==> src/rtl/show_sequencer_if.sv <==
// Button/program inputs and effect-unit handshake for the show sequencer.
interface show_sequencer_if;
   logic [3:0]  btn_req;
   logic [63:0] prog;
   logic        op_ready;
   logic [3:0]  btn_gnt;
   logic        op_valid;
   logic [3:0]  op_code;
   logic [1:0]  slot;
   logic        busy;
   logic        done;

   // Sequencer side: consumes requests/programs and drives the effect unit.
   modport master (
      input  btn_req, prog, op_ready,
      output btn_gnt, op_valid, op_code, slot, busy, done
   );

   // Surrounding logic side: drives requests/programs and accepts opcodes.
   modport slave (
      output btn_req, prog, op_ready,
      input  btn_gnt, op_valid, op_code, slot, busy, done
   );
endinterface

==> src/rtl/show_sequencer.sv <==
// Round-robin arbitrates four buttons, latches the winner's 4-slot program
// and steps it through the shared effect unit with a dwell after each effect.
module show_sequencer #(
   parameter int unsigned DWELL = 4
) (
   input  logic               clk,
   input  logic               rst,
   show_sequencer_if.master   sif
);

   localparam int unsigned CNT_W  = 8;
   localparam int unsigned OP_W   = 4;
   localparam int unsigned PROG_W = 16;
   localparam int unsigned NBTN   = 4;

   typedef enum logic [1:0] {
      S_IDLE  = 2'd0,
      S_ISSUE = 2'd1,
      S_DWELL = 2'd2
   } state_t;

   // Opcodes that are handed to the effect unit.
   function automatic logic op_is_effect(input logic [3:0] op);
      case (op)
         4'h3, 4'h4, 4'h5, 4'h6, 4'h8, 4'h9, 4'hA, 4'hC, 4'hD: return 1'b1;
         default:                                             return 1'b0;
      endcase
   endfunction

   function automatic logic op_is_noop(input logic [3:0] op);
      return op == 4'h2;
   endfunction

   function automatic logic op_is_abort(input logic [3:0] op);
      return op == 4'h1;
   endfunction

   state_t              r_state;
   logic [PROG_W-1:0]   r_prog;
   logic [1:0]          r_slot;
   logic [CNT_W-1:0]    r_cnt;
   logic [1:0]          r_last_grant;
   logic [NBTN-1:0]     r_btn_gnt;
   logic                r_op_valid;
   logic [OP_W-1:0]     r_op_code;
   logic                r_done;

   logic                w_any_req;
   logic [1:0]          w_gnt_idx;
   logic [PROG_W-1:0]   w_gnt_prog;
   logic [OP_W-1:0]     w_next_op;
   logic                w_last_slot;
   logic                w_skip;
   logic                w_advance;

   // Round-robin pick: first set request searching upward from last_grant+1.
   always_comb begin
      w_gnt_idx = r_last_grant;
      for (int k = NBTN; k >= 1; k--) begin
         if (sif.btn_req[2'(r_last_grant + 2'(k))]) begin
            w_gnt_idx = 2'(r_last_grant + 2'(k));
         end
      end
   end

   assign w_any_req   = |sif.btn_req;
   assign w_gnt_prog  = sif.prog[{w_gnt_idx, 4'b0000} +: PROG_W];
   assign w_next_op   = r_prog[{2'(r_slot + 2'd1), 2'b00} +: OP_W];
   assign w_last_slot = (r_slot == 2'd3);
   assign w_skip      = !op_is_effect(r_op_code) && !op_is_noop(r_op_code) &&
                        !op_is_abort(r_op_code);

   // Slot advance: skip opcodes leave ISSUE at once, dwell leaves at count 1.
   assign w_advance = ((r_state == S_ISSUE) && w_skip) ||
                      ((r_state == S_DWELL) && (r_cnt == CNT_W'(1)));

   // Sequencer FSM with registered outputs.
   always_ff @(posedge clk) begin
      if (!rst) begin
         r_state      <= S_IDLE;
         r_prog       <= '0;
         r_slot       <= '0;
         r_cnt        <= '0;
         r_last_grant <= 2'd3;
         r_btn_gnt    <= '0;
         r_op_valid   <= 1'b0;
         r_op_code    <= '0;
         r_done       <= 1'b0;
      end else begin
         r_btn_gnt <= '0;
         r_done    <= 1'b0;
         if (w_advance) begin
            r_cnt <= '0;
            if (w_last_slot) begin
               r_state    <= S_IDLE;
               r_slot     <= '0;
               r_op_code  <= r_prog[OP_W-1:0];
               r_op_valid <= 1'b0;
               r_done     <= 1'b1;
            end else begin
               r_state    <= S_ISSUE;
               r_slot     <= 2'(r_slot + 2'd1);
               r_op_code  <= w_next_op;
               r_op_valid <= op_is_effect(w_next_op);
            end
         end else begin
            case (r_state)
               S_IDLE: begin
                  if (w_any_req) begin
                     r_state      <= S_ISSUE;
                     r_prog       <= w_gnt_prog;
                     r_last_grant <= w_gnt_idx;
                     r_slot       <= '0;
                     r_op_code    <= w_gnt_prog[OP_W-1:0];
                     r_op_valid   <= op_is_effect(w_gnt_prog[OP_W-1:0]);
                     r_btn_gnt    <= NBTN'(4'b0001 << w_gnt_idx);
                  end
               end
               S_ISSUE: begin
                  if (op_is_effect(r_op_code)) begin
                     // Hold opcode until the effect unit takes it.
                     if (sif.op_ready) begin
                        r_op_valid <= 1'b0;
                        r_state    <= S_DWELL;
                        r_cnt      <= CNT_W'(DWELL);
                     end
                  end else if (op_is_noop(r_op_code)) begin
                     r_state <= S_DWELL;
                     r_cnt   <= CNT_W'(DWELL);
                  end else begin
                     // RESET opcode: drop the rest of the program.
                     r_state    <= S_IDLE;
                     r_slot     <= '0;
                     r_op_code  <= r_prog[OP_W-1:0];
                     r_op_valid <= 1'b0;
                     r_done     <= 1'b1;
                  end
               end
               S_DWELL: begin
                  r_cnt <= CNT_W'(r_cnt - CNT_W'(1));
               end
               default: begin
                  r_state <= S_IDLE;
               end
            endcase
         end
      end
   end

   assign sif.btn_gnt  = r_btn_gnt;
   assign sif.op_valid = r_op_valid;
   assign sif.op_code  = r_op_code;
   assign sif.slot     = r_slot;
   assign sif.busy     = (r_state != S_IDLE);
   assign sif.done     = r_done;

endmodule

==> src/flat_wrapper.sv <==
// flat-port wrapper written by rule: the top's interface ports become plain ports
module show_sequencer_flat 
#(
   parameter int unsigned DWELL = 4
)
  (clk, rst, sif_btn_req, sif_prog, sif_op_ready, sif_btn_gnt, sif_op_valid, sif_op_code, sif_slot, sif_busy, sif_done);
  show_sequencer_if sif_i ();
  input  logic clk;
  input  logic rst;
  input wire logic [$bits(sif_i.btn_req)-1:0] sif_btn_req;
  input wire logic [$bits(sif_i.prog)-1:0] sif_prog;
  input wire logic [$bits(sif_i.op_ready)-1:0] sif_op_ready;
  output wire logic [$bits(sif_i.btn_gnt)-1:0] sif_btn_gnt;
  output wire logic [$bits(sif_i.op_valid)-1:0] sif_op_valid;
  output wire logic [$bits(sif_i.op_code)-1:0] sif_op_code;
  output wire logic [$bits(sif_i.slot)-1:0] sif_slot;
  output wire logic [$bits(sif_i.busy)-1:0] sif_busy;
  output wire logic [$bits(sif_i.done)-1:0] sif_done;
  assign sif_i.btn_req = sif_btn_req;
  assign sif_i.prog = sif_prog;
  assign sif_i.op_ready = sif_op_ready;
  assign sif_btn_gnt = sif_i.btn_gnt;
  assign sif_op_valid = sif_i.op_valid;
  assign sif_op_code = sif_i.op_code;
  assign sif_slot = sif_i.slot;
  assign sif_busy = sif_i.busy;
  assign sif_done = sif_i.done;
  show_sequencer #(.DWELL(DWELL)) u_core (.clk(clk), .rst(rst), .sif(sif_i));
endmodule
==> config.mk <==
export PLATFORM = sky130hd
export DESIGN_NAME = show_sequencer_flat
export DESIGN_NICKNAME = d
export VERILOG_FILES = /design/src/rtl/show_sequencer_if.sv /design/src/rtl/show_sequencer.sv /design/src/flat_wrapper.sv
export SDC_FILE = /design/constraint.sdc
export NUM_CORES = 1
export LEC_CHECK = 0
export ABC_AREA = 1
export BUFFER_PORTS_ARGS = -buffer_cell sky130_fd_sc_hd__buf_2
export CAP_MARGIN = 25
export CELL_PAD_IN_SITES_DETAIL_PLACEMENT = 0
export CELL_PAD_IN_SITES_GLOBAL_PLACEMENT = 1
export CORE_MARGIN = 4
export CORE_UTILIZATION = 38
export CTS_CLUSTER_DIAMETER = 120
export DETAILED_ROUTE_END_ITERATION = 6
export PLACE_DENSITY = 0.91
export SLEW_MARGIN = 25
export SYNTH_ARGS = -nofsm -noshare
export SYNTH_HDL_FRONTEND = slang
export SYNTH_SLANG_ARGS = --single-unit
==> constraint.sdc <==
create_clock -name clk -period 3.6 [get_ports clk]
set_input_delay 0.72 -clock clk [delete_from_list [all_inputs] [get_ports clk]]
set_output_delay 0.72 -clock clk [all_outputs]
set_load 0.01 [all_outputs]
==> flow_metrics.env, run 1 <==
export IMPL_wl_met1_um=3590
export IMPL_totalWireLength_um=7350
export IMPL_fin_nets=611
export IMPL_gp_congestion=0.854
export IMPL_drc=0
export IMPL_synth_seq_cells=41
export IMPL_cts_tree="yes"
export IMPL_postCtsSetupBuffers=0
export IMPL_drv_cap=0
export IMPL_power_density_mw_per_mm2=1030
export IMPL_clk_path_buf_depth=2
export IMPL_cts_htree_levels=2
export IMPL_cts_resized=0
export IMPL_setup_viol=0
export IMPL_critPathKind="flip-flop to flip-flop"
export IMPL_ir_drop_mv=0.497
export IMPL_via_count=3059
export IMPL_synthesis_area_mm2=0.00287
export IMPL_async_reset_ff_share_pct=0
export IMPL_tightest_slew_ns=0.612
export IMPL_track_usage_pct=16.6
export IMPL_synth_cells_most_frequent="nand2_1 (72), inv_1 (68), nor2_1 (67), o21ai_0 (51), dfxtp_1 (41)"
export IMPL_cts_buffers=5
export IMPL_hold_path_depth=2
export IMPL_core_mm2=0.00729
export IMPL_path_cells="inv_8 > nand2_2 > nand2_1 > nand2_1 > nand2_1 > inv_2 > nand2_2 > nand2_2 > nand2_2 > nand2_2 > nand2_1 > nand3_1 > nand3_1 > nand2_1 > a21oi_2 > nand2_1 > nand2_1 > nand2_1 > nand2_1"
export IMPL_dp_final_hpwl_um=5770
export IMPL_fillers=813
export IMPL_synth_area_top_cells="dfxtp_1 (29%), nand2_1 (9.4%), o21ai_0 (8.9%)"
export IMPL_wl_per_cell_um=11.6
export IMPL_max_stage_delay_ns=0.66
export IMPL_grt_max_degree=34
export IMPL_grt_pass1_vias=2834
export IMPL_hold_viol_final=0
export IMPL_slew_headroom_pct=59.0
export IMPL_outcome="finished, final reports clean"
export IMPL_diodes=0
export IMPL_synth_ff_type="dfxtp_1"
export IMPL_synth_edf_count=0
export IMPL_wl_met2_um=3250
export IMPL_synth_distinct_cells=38
export IMPL_synthesis_nets=535
export IMPL_period_share_pct=73.1
export IMPL_cp_slowest_cell="dfxtp_1"
export IMPL_clk_insertion_delay_late_ns=0.30
export IMPL_area_growth_pct=20.0
export IMPL_clkTransAtPathRegs_ns=0.08
export IMPL_cellLeakagePower_nw=1.80
export IMPL_die_y_um=94.9
export IMPL_portBuffers=83
export IMPL_cts_hold_buf=0
export IMPL_slew_violations=0
export IMPL_yosysTopAreaCellShare_pct=28.6
export IMPL_worstPathRequired_ns=3.80
export IMPL_drt_iter0_drc=94
export IMPL_die_area_mm2=0.00901
export IMPL_grt_pass1_wl_um=12200
export IMPL_reg2reg_depth=19
export IMPL_rsz0062_at_grt="no"
export IMPL_met3WireLength_um=437
export IMPL_ant_nets=0
export IMPL_hp_class="flip-flop to flip-flop"
export IMPL_syn_avg_cell_area_um2=6.27
export IMPL_antenna_found_initial=0
export IMPL_cts_root_buffer="clkbuf_8"
export IMPL_arrival_ns=2.83
export IMPL_ys_warn_count=0
export IMPL_dp_cells=626
export IMPL_clock_fmax_mhz=380
export IMPL_cp_end_kind="flip-flop"
export IMPL_netlist_instances=458
export IMPL_initial_utilization_pct=39.4
export IMPL_synth_seq_area_share_pct=28.6
export IMPL_min_period_ns=2.63
export IMPL_synth_most_common_cell="nand2_1"
export IMPL_routed_via_density=4.82
export IMPL_finalClockSkew_ns=0.00309
export IMPL_cp_max_fo=31
export IMPL_grt_ovfl_total=0
export IMPL_critPathLaunchType="flip-flop"
export IMPL_rows=31
export IMPL_tns_ns=0
export IMPL_synth_largest_area_cell="dfxtp_1"
export IMPL_final_cells=634
export IMPL_drive_gt1_share_pct=25.0
export IMPL_die_w_um=94.9
export IMPL_numClockSinks=41
export IMPL_first_pass_iters=4
export IMPL_io_pins=84
export IMPL_path_common_cell="nand2_1"
export IMPL_top_layer="met4"
logic make-up after synthesis:
kind of cell             count (synthesis)  share of synthesized area [%]
flip-flops                              41                           28.6
XOR/XNOR                                 1                          0.305
buffers and inverters                   90                           13.3
multiplexers                             1                          0.392
adder cells (fa/ha/maj)                  6                           2.61
AO/OA/AOI/OAI                          112                           21.5
AND/OR/NAND/NOR                        207                           33.3
stage by stage:
stage | power (mW) | area [µm²] | util [%] | hold WS [ns] | worst slack [ns]
after floorplan | 2.73 | 2870 | - | 0.438 | 1.46
after global placement | 3.13 | 3330 | 45.7 | 0.454 | 0.940
after detailed placement | 3.18 | 3330 | 45.7 | 0.463 | 0.879
after CTS | 3.57 | 3440 | 47.2 | 0.478 | 0.978
after global routing | 3.95 | 3440 | 47.2 | 0.524 | 0.671
final | 3.55 | 3440 | 47.2 | 0.475 | 0.970
report_power, final:
group / internal (mW) / switching (mW) / leakage [nW]
Clock: 0.208 / 0.171 / 0.0543
Sequential: 0.640 / 0.124 / 0.338
Combinational: 0.806 / 1.61 / 1.41
area by class of cell:
| cell class | instances | area, µm² | area share (%) |
|---|---|---|---|
| clock buffer | 5 | 68.8 | 2.00 |
| clock inverter | 3 | 46.3 | 1.34 |
| inverter | 74 | 285 | 8.28 |
| multi-input combinational | 327 | 1670 | 48.5 |
| sequential | 41 | 821 | 23.8 |
| tap | 99 | 124 | 3.60 |
| timing repair buffer | 85 | 430 | 12.5 |
flip-flops by register name, summed over array words and instances, names as in the netlist, named ones only:
register	count
u_core.sif.op_code	4
u_core.r_prog	16
u_core.r_state	2
u_core.sif.slot	2
u_core.sif.done	1
u_core.sif.btn_gnt	4
u_core.sif.op_valid	1
u_core.r_last_grant	2
u_core.r_cnt	8
worst max-delay path, delay by kind of cell, from the launching register on:
family                 cells  cell delay, ns
buffers and inverters      2            0.15
DFF                        1            0.66
AOI/OAI and AO/OA          1            0.07
and+or+nand+nor           16            1.67
cell usage in the layout, fill, tap and decap left out, types with 2 or more instances in the layout:
cell type  count
nand3_1       24
a21oi_1       24
nand3_2        3
buf_4          2
dfxtp_1       41
nor4_1         2
nor3_1         7
inv_1         68
o21ai_1       11
nand2_2       19
a21oi_2        3
clkbuf_8       5
o21ai_0       51
nand2_4        5
inv_2          5
buf_2         83
o22ai_1       14
nand2_1       72
ha_1           6
nand4_1        3
a211oi_1       3
nor2_1        67
worst paths after layout:
| kind | startpoint | slack [ns] | to |
|---|---|---|---|
| min reg2reg | u_core.r_cnt[7] | 0.48 | u_core.r_cnt[7] |
| max reg2reg | u_core.r_last_grant[0] | 0.97 | flip-flop |
| max | u_core.r_last_grant[0] | 0.97 | flip-flop |
| min | u_core.r_cnt[7] | 0.48 | u_core.r_cnt[7] |
per-layer routing:
metal / global-route usage, % / vias to the layer above
li1: - / 1632
met1: 22.0 / 1339
met2: 27.8 / 82
met3: 3.51 / 6
met4: 3.73 / 0
met5: 0 / -
(Power assumes the default switching activity.)
==> run 2, diff against run 1 <==
CORE_UTILIZATION = 32   (was 38)
PLACE_DENSITY = 0.83   (was 0.91)
clock period = 2.25 ns   (was 3.6 ns; I/O delays follow)
==> flow_metrics.env, run 2 (synthesis results as in run 1) <==
export IMPL_slew_violations=0
export IMPL_path_common_cell="nand2_1"
export IMPL_final_common_cell="buf_2"
export IMPL_critPathLaunchType="flip-flop"
export IMPL_antenna_found_initial=0
export IMPL_ir_drop_mv=1.06
export IMPL_die_area_mm2=0.0106
export IMPL_grt_max_degree=27
export IMPL_grt_pass1_vias=2940
export IMPL_clkTransAtPathRegs_ns=0.08
export IMPL_max_stage_delay_ns=0.33
export IMPL_dp_final_hpwl_um=6150
export IMPL_arrival_ns=2.28
export IMPL_cts_buffers=5
export IMPL_clk_insertion_delay_late_ns=0.29
export IMPL_gp_congestion=0.857
export IMPL_track_usage_pct=15.0
export IMPL_met1_usage_pct=20.4
export IMPL_wl_per_cell_um=11.8
export IMPL_hold_viol_final=0
export IMPL_portBuffers=83
export IMPL_fin_nets=628
export IMPL_area_growth_pct=28.1
export IMPL_rows=34
export IMPL_io_pins=84
export IMPL_path_cells="inv_2 > ha_2 > nand3_1 > nor3_1 > nand3_1 > nand3_2 > nand2_1 > nand2_1 > nand2_4 > nor2_1 > nand2_1 > nand2_2 > nand3_1 > nand2_1 > nand2_1 > nand2_1 > nand2_1"
export IMPL_period_share_pct=92.6
export IMPL_clk_path_buf_depth=2
export IMPL_outcome="finished, final reports clean"
export IMPL_cp_end_kind="flip-flop"
export IMPL_ant_nets=0
export IMPL_use_met2_pct=25.2
export IMPL_fin_util_pct=42.2
export IMPL_cellLeakagePower_nw=1.90
export IMPL_layout_common_cells="buf_2 (83), nand2_1 (68), inv_1 (66)"
export IMPL_die_y_um=103
export IMPL_cts_hold_buf=0
export IMPL_cp_top_family="simple AND/OR/NAND/NOR gates"
export IMPL_cp_slowest_cell="dfxtp_1"
export IMPL_setup_viol=0
export IMPL_totalWireLength_um=7810
export IMPL_grt_ovfl_total=0
export IMPL_drt_iter0_drc=111
export IMPL_final_cells=660
export IMPL_critPathKind="flip-flop to flip-flop"
export IMPL_first_pass_iters=4
export IMPL_fillers=930
export IMPL_worstPathRequired_ns=2.45
export IMPL_drive_gt1_share_pct=30.1
export IMPL_drv_cap=0
export IMPL_total_power_mw=6.22
export IMPL_slew_headroom_pct=74.7
export IMPL_hp_class="input port to flip-flop"
export IMPL_hold_slack_ns=0.477
export IMPL_largest_reg_flops=16
export IMPL_cts_tree="yes"
export IMPL_numClockSinks=41
export IMPL_critPathBufInv=1
export IMPL_finalClockSkew_ns=0.00731
export IMPL_via_count=3117
export IMPL_diodes=0
export IMPL_stdcell_area_mm2=0.00368
export IMPL_routed_via_density=4.72
export IMPL_use_met3_pct=2.44
export IMPL_dp_cells=650
export IMPL_top_regs="u_core.r_prog (16), u_core.r_cnt (8)"
export IMPL_tightest_slew_ns=0.376
export IMPL_min_period_ns=2.08
export IMPL_regMostFlops="u_core.r_prog"
export IMPL_cts_htree_levels=2
export IMPL_clock_fmax_mhz=480
export IMPL_cp_max_fo=8
export IMPL_core_mm2=0.00872
export IMPL_die_w_um=103
export IMPL_grt_pass1_wl_um=13000
export IMPL_dpl_instance_area_mm2=0.00348
export IMPL_initial_utilization_pct=32.9
export IMPL_drc=0
export IMPL_top_usage_layer="met2"
export IMPL_power_density_mw_per_mm2=1690
export IMPL_cts_root_buffer="clkbuf_8"
## run 2: changes by cell type in the layout (fill, tap and decap cells not counted), sizes merged
cell,before,now
buf,85,102
clkbuf,5,6
clkinv,1,0
## run 2: per-stage QoR
stage / setup slack, ns / TNS [ns]
global placement: 0.139 / 0
CTS: 0.111 / 0
floorplan: 0.282 / 0
finish: 0.167 / 0
global route: -0.0326 / -0.0326
detailed placement: 0.128 / 0
## run 2: layer usage
metal	part of all wire (%)	wire, µm
met1	48	3780
met2	46	3550
met3	5.4	424
met4	0.67	52
met5	0	0
## run 2: where the power goes
group	internal [mW]	leakage [nW]	total, mW	switching (mW)
Combinational	1.64	1.50	4.40	2.77
Clock	0.361	0.0574	0.630	0.269
Sequential	1.03	0.338	1.19	0.165
Total	3.02	1.90	6.22	3.20
## run 2: worst register-to-register path, delay by kind of cell (launching register included)
kind	cells	cell delay (ns)
fa+ha+maj	1	0.18
buf+inv	1	0.07
flops	1	0.33
simple gates	15	1.39
## run 2: path summary, 6_finish.rpt
| kind | startpoint | to | slack (ns) | depth (start not counted) |
|---|---|---|---|---|
| worst min register to register | u_core.r_cnt[7] | u_core.r_cnt[7] | 0.48 | 2 |
| worst max-delay path | u_core.r_state[0] | flip-flop | 0.17 | 17 |
| worst min-delay path | rst | u_core.sif.op_code[1] | 0.48 | 3 |
| worst max register to register | u_core.r_state[0] | flip-flop | 0.17 | 17 |
## run 2: area by class of cell
| class | instances | area [µm²] | area share [%] |
|---|---|---|---|
| multi-input combinational | 327 | 1730 | 47.1 |
| sequential | 41 | 822 | 22.3 |
| timing repair buffer | 102 | 583 | 15.9 |
| inverter | 74 | 285 | 7.76 |
| tap | 108 | 135 | 3.67 |
| clock buffer | 6 | 82.6 | 2.24 |
| clock inverter | 2 | 37.5 | 1.02 |
## run 2: what timing repair did
item | 4_1_cts | 5_1_grt
resized for setup | 0 | 20
endpoints found under the hold margin | 0 | 0
buffers inserted | 0 | 2
endpoints found under the setup margin | 0 | 8
